===== src/rtl/axis_cnt_gen_pkg.sv =====
// Shared types and default widths for the AXI-Stream counting frame generator.
package axis_cnt_gen_pkg;

   // Default widths: tdata, frame length / beat counter, gap length, frame counter.
   localparam int unsigned DSIZE_DEF = 8;
   localparam int unsigned LSIZE_DEF = 16;
   localparam int unsigned GSIZE_DEF = 8;
   localparam int unsigned CSIZE     = 16;

   typedef enum logic [1:0] {
      StIdle = 2'd0,
      StSend = 2'd1,
      StGap  = 2'd2
   } state_e;

endpackage


===== src/rtl/axis_cnt_gen_if.sv =====
// AXI-Stream master/slave bundle carrying tdata, tvalid, tready and tlast.
interface axis_cnt_gen_if
   import axis_cnt_gen_pkg::*;
#(
   parameter int unsigned DSIZE = DSIZE_DEF
);

   logic [DSIZE-1:0] tdata;
   logic             tvalid;
   logic             tready;
   logic             tlast;

   modport master (
      output tdata,
      output tvalid,
      output tlast,
      input  tready
   );

   modport slave (
      input  tdata,
      input  tvalid,
      input  tlast,
      output tready
   );

endinterface


===== src/rtl/axis_cnt_gen.sv =====
// Frame generator: emits frames of incrementing-count beats on an AXI-Stream
// master, separated by a programmable number of idle cycles. All outputs are
// registered, so tvalid never depends combinationally on tready.
module axis_cnt_gen
   import axis_cnt_gen_pkg::*;
#(
   parameter int unsigned DSIZE = DSIZE_DEF,
   parameter int unsigned LSIZE = LSIZE_DEF,
   parameter int unsigned GSIZE = GSIZE_DEF
) (
   input  logic              clock,
   input  logic              rst_n,
   input  logic              enable,
   input  logic [LSIZE-1:0]  frame_len,
   input  logic [GSIZE-1:0]  gap_len,
   axis_cnt_gen_if.master    m_axis,
   output logic [CSIZE-1:0]  frame_cnt,
   output logic              busy
);

   state_e            state_q, state_d;
   logic              armed_q, armed_d;
   logic [LSIZE-1:0]  len_q, len_d;
   logic [LSIZE-1:0]  beat_q, beat_d;
   logic [GSIZE-1:0]  gap_q, gap_d;
   logic              tvalid_q, tvalid_d;
   logic              tlast_q, tlast_d;
   logic [DSIZE-1:0]  tdata_q, tdata_d;
   logic [CSIZE-1:0]  cnt_q, cnt_d;
   logic              busy_q;

   logic [LSIZE-1:0]  eff_len;
   logic [LSIZE-1:0]  beat_nxt;
   logic              xfer;
   logic              start;
   logic              stop;

   // A zero frame length still produces a single-beat frame.
   assign eff_len  = (frame_len == '0) ? LSIZE'(1) : frame_len;
   assign beat_nxt = beat_q + LSIZE'(1);
   assign xfer     = tvalid_q & m_axis.tready;

   // Next-state logic: FSM transitions, beat/gap counters and output registers.
   always_comb begin
      state_d  = state_q;
      armed_d  = 1'b1;
      len_d    = len_q;
      beat_d   = beat_q;
      gap_d    = gap_q;
      tvalid_d = tvalid_q;
      tlast_d  = tlast_q;
      tdata_d  = tdata_q;
      cnt_d    = cnt_q;
      start    = 1'b0;
      stop     = 1'b0;

      unique case (state_q)
         StIdle: begin
            // armed_q holds off the first frame for one edge after reset release.
            if (enable && armed_q) begin
               start = 1'b1;
            end
         end
         StSend: begin
            if (xfer) begin
               if (tlast_q) begin
                  cnt_d = cnt_q + CSIZE'(1);
                  if (gap_len != '0) begin
                     state_d  = StGap;
                     gap_d    = gap_len;
                     tvalid_d = 1'b0;
                     tlast_d  = 1'b0;
                  end else if (enable) begin
                     start = 1'b1;
                  end else begin
                     stop = 1'b1;
                  end
               end else begin
                  beat_d  = beat_nxt;
                  tdata_d = DSIZE'(beat_nxt);
                  tlast_d = (beat_nxt == len_q - LSIZE'(1));
               end
            end
         end
         StGap: begin
            // gap_q is loaded non-zero, so the last idle cycle is when it reads 1.
            if (gap_q == GSIZE'(1)) begin
               if (enable) begin
                  start = 1'b1;
               end else begin
                  stop = 1'b1;
               end
            end else begin
               gap_d = gap_q - GSIZE'(1);
            end
         end
         default: begin
            stop = 1'b1;
         end
      endcase

      if (start) begin
         state_d  = StSend;
         len_d    = eff_len;
         beat_d   = '0;
         tdata_d  = '0;
         tvalid_d = 1'b1;
         tlast_d  = (eff_len == LSIZE'(1));
      end

      if (stop) begin
         state_d  = StIdle;
         tvalid_d = 1'b0;
         tlast_d  = 1'b0;
      end
   end

   // State and output registers; reset aborts any frame in flight.
   always_ff @(posedge clock or negedge rst_n) begin
      if (!rst_n) begin
         state_q  <= StIdle;
         armed_q  <= 1'b0;
         len_q    <= '0;
         beat_q   <= '0;
         gap_q    <= '0;
         tvalid_q <= 1'b0;
         tlast_q  <= 1'b0;
         tdata_q  <= '0;
         cnt_q    <= '0;
         busy_q   <= 1'b0;
      end else begin
         state_q  <= state_d;
         armed_q  <= armed_d;
         len_q    <= len_d;
         beat_q   <= beat_d;
         gap_q    <= gap_d;
         tvalid_q <= tvalid_d;
         tlast_q  <= tlast_d;
         tdata_q  <= tdata_d;
         cnt_q    <= cnt_d;
         busy_q   <= (state_d != StIdle);
      end
   end

   assign m_axis.tdata  = tdata_q;
   assign m_axis.tvalid = tvalid_q;
   assign m_axis.tlast  = tlast_q;
   assign frame_cnt     = cnt_q;
   assign busy          = busy_q;

endmodule


===== src/flat_wrapper.sv =====
// flat-port wrapper written by rule: the top's interface ports become plain ports
module axis_cnt_gen_flat import axis_cnt_gen_pkg::*;
#(
   parameter int unsigned DSIZE = DSIZE_DEF,
   parameter int unsigned LSIZE = LSIZE_DEF,
   parameter int unsigned GSIZE = GSIZE_DEF
)
  (clock, rst_n, enable, frame_len, gap_len, frame_cnt, busy, m_axis_tdata, m_axis_tvalid, m_axis_tlast, m_axis_tready);
  axis_cnt_gen_if #(.DSIZE(DSIZE)) m_axis_i ();
  input  logic clock;
  input  logic rst_n;
  input  logic enable;
  input  logic [LSIZE-1:0] frame_len;
  input  logic [GSIZE-1:0] gap_len;
  output logic [CSIZE-1:0] frame_cnt;
  output logic busy;
  output wire logic [$bits(m_axis_i.tdata)-1:0] m_axis_tdata;
  output wire logic [$bits(m_axis_i.tvalid)-1:0] m_axis_tvalid;
  output wire logic [$bits(m_axis_i.tlast)-1:0] m_axis_tlast;
  input wire logic [$bits(m_axis_i.tready)-1:0] m_axis_tready;
  assign m_axis_tdata = m_axis_i.tdata;
  assign m_axis_tvalid = m_axis_i.tvalid;
  assign m_axis_tlast = m_axis_i.tlast;
  assign m_axis_i.tready = m_axis_tready;
  axis_cnt_gen #(.DSIZE(DSIZE), .LSIZE(LSIZE), .GSIZE(GSIZE)) u_core (.clock(clock), .rst_n(rst_n), .enable(enable), .frame_len(frame_len), .gap_len(gap_len), .m_axis(m_axis_i), .frame_cnt(frame_cnt), .busy(busy));
endmodule

===== config.mk =====
export PLATFORM = sky130hd
export DESIGN_NAME = axis_cnt_gen_flat
export DESIGN_NICKNAME = d
export VERILOG_FILES = /design/src/rtl/axis_cnt_gen_pkg.sv /design/src/rtl/axis_cnt_gen_if.sv /design/src/rtl/axis_cnt_gen.sv /design/src/flat_wrapper.sv
export SDC_FILE = /design/constraint.sdc
export NUM_CORES = 1
export LEC_CHECK = 0
export ABC_AREA = 1
export CAP_MARGIN = 15
export CORE_UTILIZATION = 50
export DETAILED_ROUTE_END_ITERATION = 6
export PLACE_DENSITY = 0.77
export SYNTH_ARGS = -nofsm -noshare
export SYNTH_HDL_FRONTEND = slang
export SYNTH_SLANG_ARGS = --single-unit

===== constraint.sdc =====
create_clock -name clock -period 3.28 [get_ports clock]
set_input_delay 0.656 -clock clock [delete_from_list [all_inputs] [get_ports clock]]
set_output_delay 0.656 -clock clock [all_outputs]
set_load 0.05 [all_outputs]

==> results_dict.tcl, run 1 <==
set metrics [dict create \
    antenna_cells 0 \
    ir_drop_v 0.000575 \
    status "finished, final reports clean" \
    hold_ws_ns 0.360 \
    cts_setup_buffers 0 \
    std_cell_rows 33 \
    fin_crit_ns 2.81 \
    ys_seq_area_share_pct 35.6 \
    chipHeight_um 95.4 \
    core-area_um2 8340 \
    root_buffer "clkbuf_8" \
    cp_data_required_time_ns 3.48 \
    finalPower_mw 3.80 \
    finalNetCount 712 \
    gp_congestion 0.955 \
    clkSinkCount 62 \
    critPathCaptureType "flip-flop" \
    setup_viol 0 \
    crit_start "u_core.state_q[0]$_DFF_PN0_" \
    finalCritPeriodShare_pct 85.5 \
    utilization_pct 61.6 \
    vias_per_cell 5.08 \
    hold_path.class "in -> async" \
    synthDistinctLibCells 43 \
    cts_buffers 9 \
    yosys_warnings 0 \
    drt_wl_total_um 9880 \
    finalHoldViolCount 0 \
    ctsHtreeMaxLevel 3 \
    start_util_pct 52.3 \
    rsz0062_at_grt "no" \
    setup-tns-final_ns 0 \
    cts_max_path_buffers 2 \
    avgRoutedWirePerCell_um 12.6 \
    ant_nets 0 \
    seqCellArea_um2 1550 \
    ctsResizeCount 0 \
    drc 0 \
    synth.avg_cell_area_um2 6.98 \
    antenna_found_initial 0 \
    crit_type "reg -> reg" \
    fin_skew_ns 0.00774 \
    timing.final.ws_setup_ns 0.475 \
    tightest_slew_ns 1.03 \
    multiInputGateArea_um2 2360 \
    dieArea_um2 9100 \
    timing.rr.start "u_core.state_q[0]$_DFF_PN0_" \
    portBuffers 54 \
    drive_above_1_share_pct 10.0 \
    p_leak_nw 2.48 \
    track_usage_pct 24.0 \
    preCtsSetupSlack_ns 0.464 \
    num-fill-cells 780 \
    grt_start_max_net_pins 33 \
    relSlewSlack_pct 31.3 \
    pin_count 55 \
    cp-start-kind "flip-flop" \
    die_width_um 95.4 \
    syn_area_um2 4360 \
    ys_seq_elements 62 \
    timing.fmax_mhz 356 \
    slew_viol_final 0 \
    cts_hold_buffers 0 \
    power_density_nw_per_um2 739 \
    areaGrowthSynthToFinish_pct 17.9 \
    cts_tree "yes" \
    dr.first_iter.drc_count 243 \
    clk_latency_ns 0.35 \
    syn-num-nets 662 \
    worstPathArrival_ns 3.01 \
    grt_pass1_wl_um 17000 \
    first_global_vias 3825 \
    vias 3985 \
    max-cap-violations 0 \
    dp_hpwl_um 7770 \
    synthCells 625 \
    firstDrtPassIters 4 \
    grt_overflow 0 \
    crit_path_max_fanout 32 \
    cts.clk_slew.worst_paths_ns 0.08 \
]
placed cells by master (no fill, tap or decap), drive strengths merged:
cell / count
nand2: 224
inv: 81
nor2: 65
dfrtp: 62
clkdlybuf4s50: 53
o21ai: 51
nand3: 49
xor2: 13
a21oi: 10
nor3: 10
ha: 9
clkbuf: 9
xnor2: 8
nand4: 8
buf: 5
clkinv: 3
a41oi: 2
a22oi: 2
o22ai: 2
clkinvlp: 2
bufinv: 2
o211ai: 2
or2: 1
nor4: 1
o31ai: 1
a2bb2oi: 1
a21o: 1
nand3b: 1
and2: 1
conb: 1
path summary, 6_finish.rpt:
kind	to	slack, ns	cells after the start
max	u_core.m_axis.tdata[1]$_DFFE_PN0P_	0.47	13
min	u_core.beat_q[12]$_DFFE_PN0P_	0.36	1
max reg2reg	u_core.m_axis.tdata[1]$_DFFE_PN0P_	0.47	13
min reg2reg	u_core.frame_cnt[15]$_DFFE_PN0P_	0.47	1
max in group asynchronous	u_core.gap_q[5]$_DFFE_PN0P_	2.13	2
min in group clock	u_core.frame_cnt[15]$_DFFE_PN0P_	0.47	1
per-stage QoR:
step | instance area, µm² | cells
floorplan | 4360 | 625
global placement | 4920 | 769
detailed placement | 4920 | 769
CTS | 5140 | 785
global route | 5140 | 785
finish | 5140 | 785
cells in the mapped netlist (all sizes together):
master	instances	area, µm²
nand2	224	858
o21ai	51	327
nand3	49	275
o22ai	2	12.5
o211ai	2	28.8
and2	1	6.26
buf	16	128
xnor2	8	70.1
clkbuf	3	11.3
nand4	8	50.1
xor2	13	114
a2bb2oi	1	8.76
ha	9	113
a22oi	2	15.0
clkinv	1	3.75
nor2	65	298
conb	1	3.75
nor4	1	6.26
dfrtp	62	1550
a41oi	2	17.5
or2	1	6.26
o31ai	1	7.51
inv	80	303
a21oi	10	50.1
nand3b	1	7.51
nor3	10	82.6
a21o	1	7.51
state kept, by name, summed over array words and instances, names as in the netlist:
| signal | cells |
|---|---|
| u_core.busy | 1 |
| u_core.m_axis.tdata | 7 |
| u_core.gap_q | 8 |
| u_core.frame_cnt | 16 |
| u_core.m_axis.tvalid | 1 |
| u_core.state_q | 2 |
| u_core.len_q | 16 |
| u_core.beat_q | 9 |
| u_core.m_axis.tlast | 1 |
| u_core.armed_q | 1 |
kinds of logic (layout without fill, tap and decap cells):
group,Yosys count,after routing,synth area share [%]
buffers and inverters,100,155,10.2
flip-flops,62,62,35.6
XOR/XNOR,21,21,4.22
other,1,1,0.0860
AND/OR/NAND/NOR,360,360,36.5
adder cells (fa/ha/maj),9,9,2.58
AO/OA/AOI/OAI,72,72,10.9
metal layers:
layer	vias to the layer above	part of all wire (%)	GRT usage [%]
met2	76	48	40.3
met5	-	0	0
met4	0	1.7	8.96
li1	2063	-	-
met3	13	3.8	4.63
met1	1833	47	30.6
report_power, final:
group / total [mW] / internal [mW] / switching, mW / leakage, nW
clock: 0.767 / 0.430 / 0.337 / 0.106
combinational: 1.81 / 0.611 / 1.20 / 1.58
sequential: 1.22 / 0.982 / 0.238 / 0.794
cell type report:
class / instances / area share, %
multi-input combinational: 463 / 46.0
sequential: 62 / 30.2
timing repair buffer: 58 / 11.0
inverter: 81 / 5.96
tap: 105 / 2.56
clock buffer: 9 / 2.41
clock inverter: 7 / 1.90
critical path, cell delays in order, from the launching register on:
cell and delay, ns:
dfrtp_1 0.42, inv_1 0.18, ha_1 0.36, inv_1 0.26
nor3_4 0.26, nand3_2 0.15, nand3_2 0.11, nand2_4 0.08
nor2_8 0.10, inv_4 0.04, o21ai_4 0.05, o211ai_4 0.34
nand2_1 0.20, o21ai_2 0.07
Note: power is estimated with default switching activity, not from simulation.
==> run 2: changes to the inputs <==
--- a/config.mk
+++ b/config.mk
@@ -7,9 +7,10 @@
 export LEC_CHECK = 0
 export ABC_AREA = 1
 export CAP_MARGIN = 15
+export CORE_MARGIN = 2
 export CORE_UTILIZATION = 50
 export DETAILED_ROUTE_END_ITERATION = 6
-export PLACE_DENSITY = 0.77
+export PLACE_DENSITY = 0.81
 export SYNTH_ARGS = -nofsm -noshare
 export SYNTH_HDL_FRONTEND = slang
 export SYNTH_SLANG_ARGS = --single-unit
==> constraint.sdc (replaced) <==
create_clock -name clock -period 3.28 [get_ports clock]
set_input_delay 0.328 -clock clock [delete_from_list [all_inputs] [get_ports clock]]
set_output_delay 0.328 -clock clock [all_outputs]
set_load 0.05 [all_outputs]
==> run 2 against run 1 <==
Against the previous run: global-route usage is 1.7 points lower; clock power is 20% lower; die area is 4.2% higher; total power is 3.8% lower; sequential power hardly changed; utilization is 2.1 points lower.
==> results_dict.tcl, run 2 (synthesis results as in run 1) <==
set metrics [dict create \
    start_util_pct 50.8 \
    ant_nets 0 \
    ctsResizeCount 0 \
    preCtsSetupSlack_ns 0.472 \
    finalNetCount 713 \
    antenna_cells 0 \
    drt_wl_total_um 10300 \
    hold_path.class "in -> async" \
    fin_skew_ns 0.0121 \
    portBuffers 54 \
    firstDrtPassIters 5 \
    r2r_slack_ns 0.40 \
    chipHeight_um 97.4 \
    drc 0 \
    grt_pass1_wl_um 17500 \
    timing.final.ws_setup_ns 0.396 \
    ctsHtreeMaxLevel 3 \
    finalHoldViolCount 0 \
    die_width_um 97.4 \
    root_buffer "clkbuf_8" \
    cts_max_path_buffers 2 \
    wl_met3_um 415 \
    drive_above_1_share_pct 9.99 \
    p_leak_nw 2.47 \
    critPathSlowestCell "dfrtp_1" \
    grt_start_max_net_pins 47 \
    slew_viol_final 0 \
    grt_overflow 0 \
    status "finished, final reports clean" \
    cts.clk_slew.worst_paths_ns 0.08 \
    layout_common_cells "nand2_1 (219), inv_1 (77), dfrtp_1 (62)" \
    timing.fmax_mhz 347 \
    fin_cells 789 \
    path_cells "inv_1 -> ha_1 -> inv_1 -> nor3_4 -> nand3_2 -> nand3_2 -> nand2_4 -> nor2_8 -> inv_4 -> o21ai_4 -> o211ai_4 -> nand2_1 -> o21ai_2" \
    cp_data_required_time_ns 3.49 \
    ir_drop_v 0.000439 \
    setup_viol 0 \
    cts_tree "yes" \
    cp-start-kind "flip-flop" \
    crit_path_max_fanout 32 \
    track_usage_pct 22.4 \
    finalCritPeriodShare_pct 87.9 \
    setup-tns-final_ns 0 \
    crit_type "reg -> reg" \
    worstPathArrival_ns 3.09 \
    dp.cells 771 \
    avgRoutedWirePerCell_um 13.1 \
    clk_latency_ns 0.35 \
    power_density_nw_per_um2 714 \
    vias_per_cell 5.11 \
    dr.first_iter.drc_count 257 \
    hold_ws_ns 0.477 \
    timing.rr.start "u_core.state_q[0]$_DFF_PN0_" \
    final_common_cell "nand2_1" \
    first_global_vias 3869 \
    r2r_end "u_core.beat_q[13]$_DFFE_PN0P_" \
    rsz0062_at_grt "no" \
    std_cell_rows 34 \
    max-cap-violations 0 \
    vias 4035 \
    antenna_found_initial 0 \
    cts_buffers 9 \
    dp_hpwl_um 7780 \
    slowest_delay_ns 0.43 \
    gp_congestion 0.888 \
    relSlewSlack_pct 30.8 \
    critPathCaptureType "flip-flop" \
    fin_crit_ns 2.88 \
    dieArea_um2 9490 \
    clkSinkCount 62 \
    core-area_um2 8590 \
    reg2reg_depth 13 \
    top_layer "met4" \
    areaGrowthSynthToFinish_pct 17.3 \
    pin_count 55 \
    met1Wirelength_um 4760 \
    dr_wl_met2_um 4990 \
    tightest_slew_ns 1.03 \
]
==> run 2: worst max path at each step <==
| stage | slack (ns) | to | cells after the start | startpoint |
|---|---|---|---|---|
| after floorplan | 1.15 | u_core.frame_cnt[15]$_DFFE_PN0P_ | 10 | u_core.m_axis.tvalid$_DFFE_PN0P_ |
| after global placement | 0.55 | u_core.beat_q[14]$_DFFE_PN0P_ | 13 | u_core.state_q[0]$_DFF_PN0_ |
| after detailed placement | 0.47 | u_core.beat_q[15]$_DFFE_PN0P_ | 13 | u_core.state_q[0]$_DFF_PN0_ |
| after CTS | 0.43 | u_core.beat_q[13]$_DFFE_PN0P_ | 13 | u_core.state_q[0]$_DFF_PN0_ |
| after global routing | 0.16 | u_core.beat_q[13]$_DFFE_PN0P_ | 13 | u_core.state_q[0]$_DFF_PN0_ |
| final | 0.40 | u_core.beat_q[13]$_DFFE_PN0P_ | 13 | u_core.state_q[0]$_DFF_PN0_ |
==> run 2: layer usage <==
metal	global-route usage [%]	up-vias
li1	-	2069
met1	29.6	1870
met2	38.2	83
met3	3.17	13
met4	6.41	0
met5	0	-
==> run 2: critical path, delay by kind of cell, from the launching register on <==
| kind | cells | cell delay (ns) |
|---|---|---|
| AOI/OAI and AO/OA | 3 | 0.50 |
| buffers and inverters | 3 | 0.56 |
| DFF | 1 | 0.43 |
| and+or+nand+nor | 6 | 0.85 |
| adders and majority gates | 1 | 0.37 |
==> run 2: timing repair <==
item	in CTS	in global routing
hold endpoints to repair	0	16
hold buffers	0	1
setup buffers	0	0
==> run 2: metrics by stage <==
stage / power, mW / util [%] / cell area (µm²)
3_5_place_dp: 3.03 / 57.2 / 4920
4_1_cts: 3.65 / 59.2 / 5090
2_1_floorplan: 2.60 / - / 4360
5_1_grt: 3.94 / 59.6 / 5120
3_3_place_gp: 2.98 / 57.2 / 4920
6_report: 3.65 / 59.6 / 5120
==> run 2: final cells by class <==
class	count	area, µm²
Fill cell	798	3480
Multi-Input combinational cell	463	2360
Sequential cell	62	1550
Timing Repair Buffer	59	588
Inverter	81	307
Tap cell	108	135
Clock buffer	9	124
Clock inverter	7	47.5
==> run 2: power breakdown <==
part,switching (mW),internal [mW]
clock network,0.339,0.275
logic,1.21,0.613
registers,0.236,0.982
total,1.78,1.87
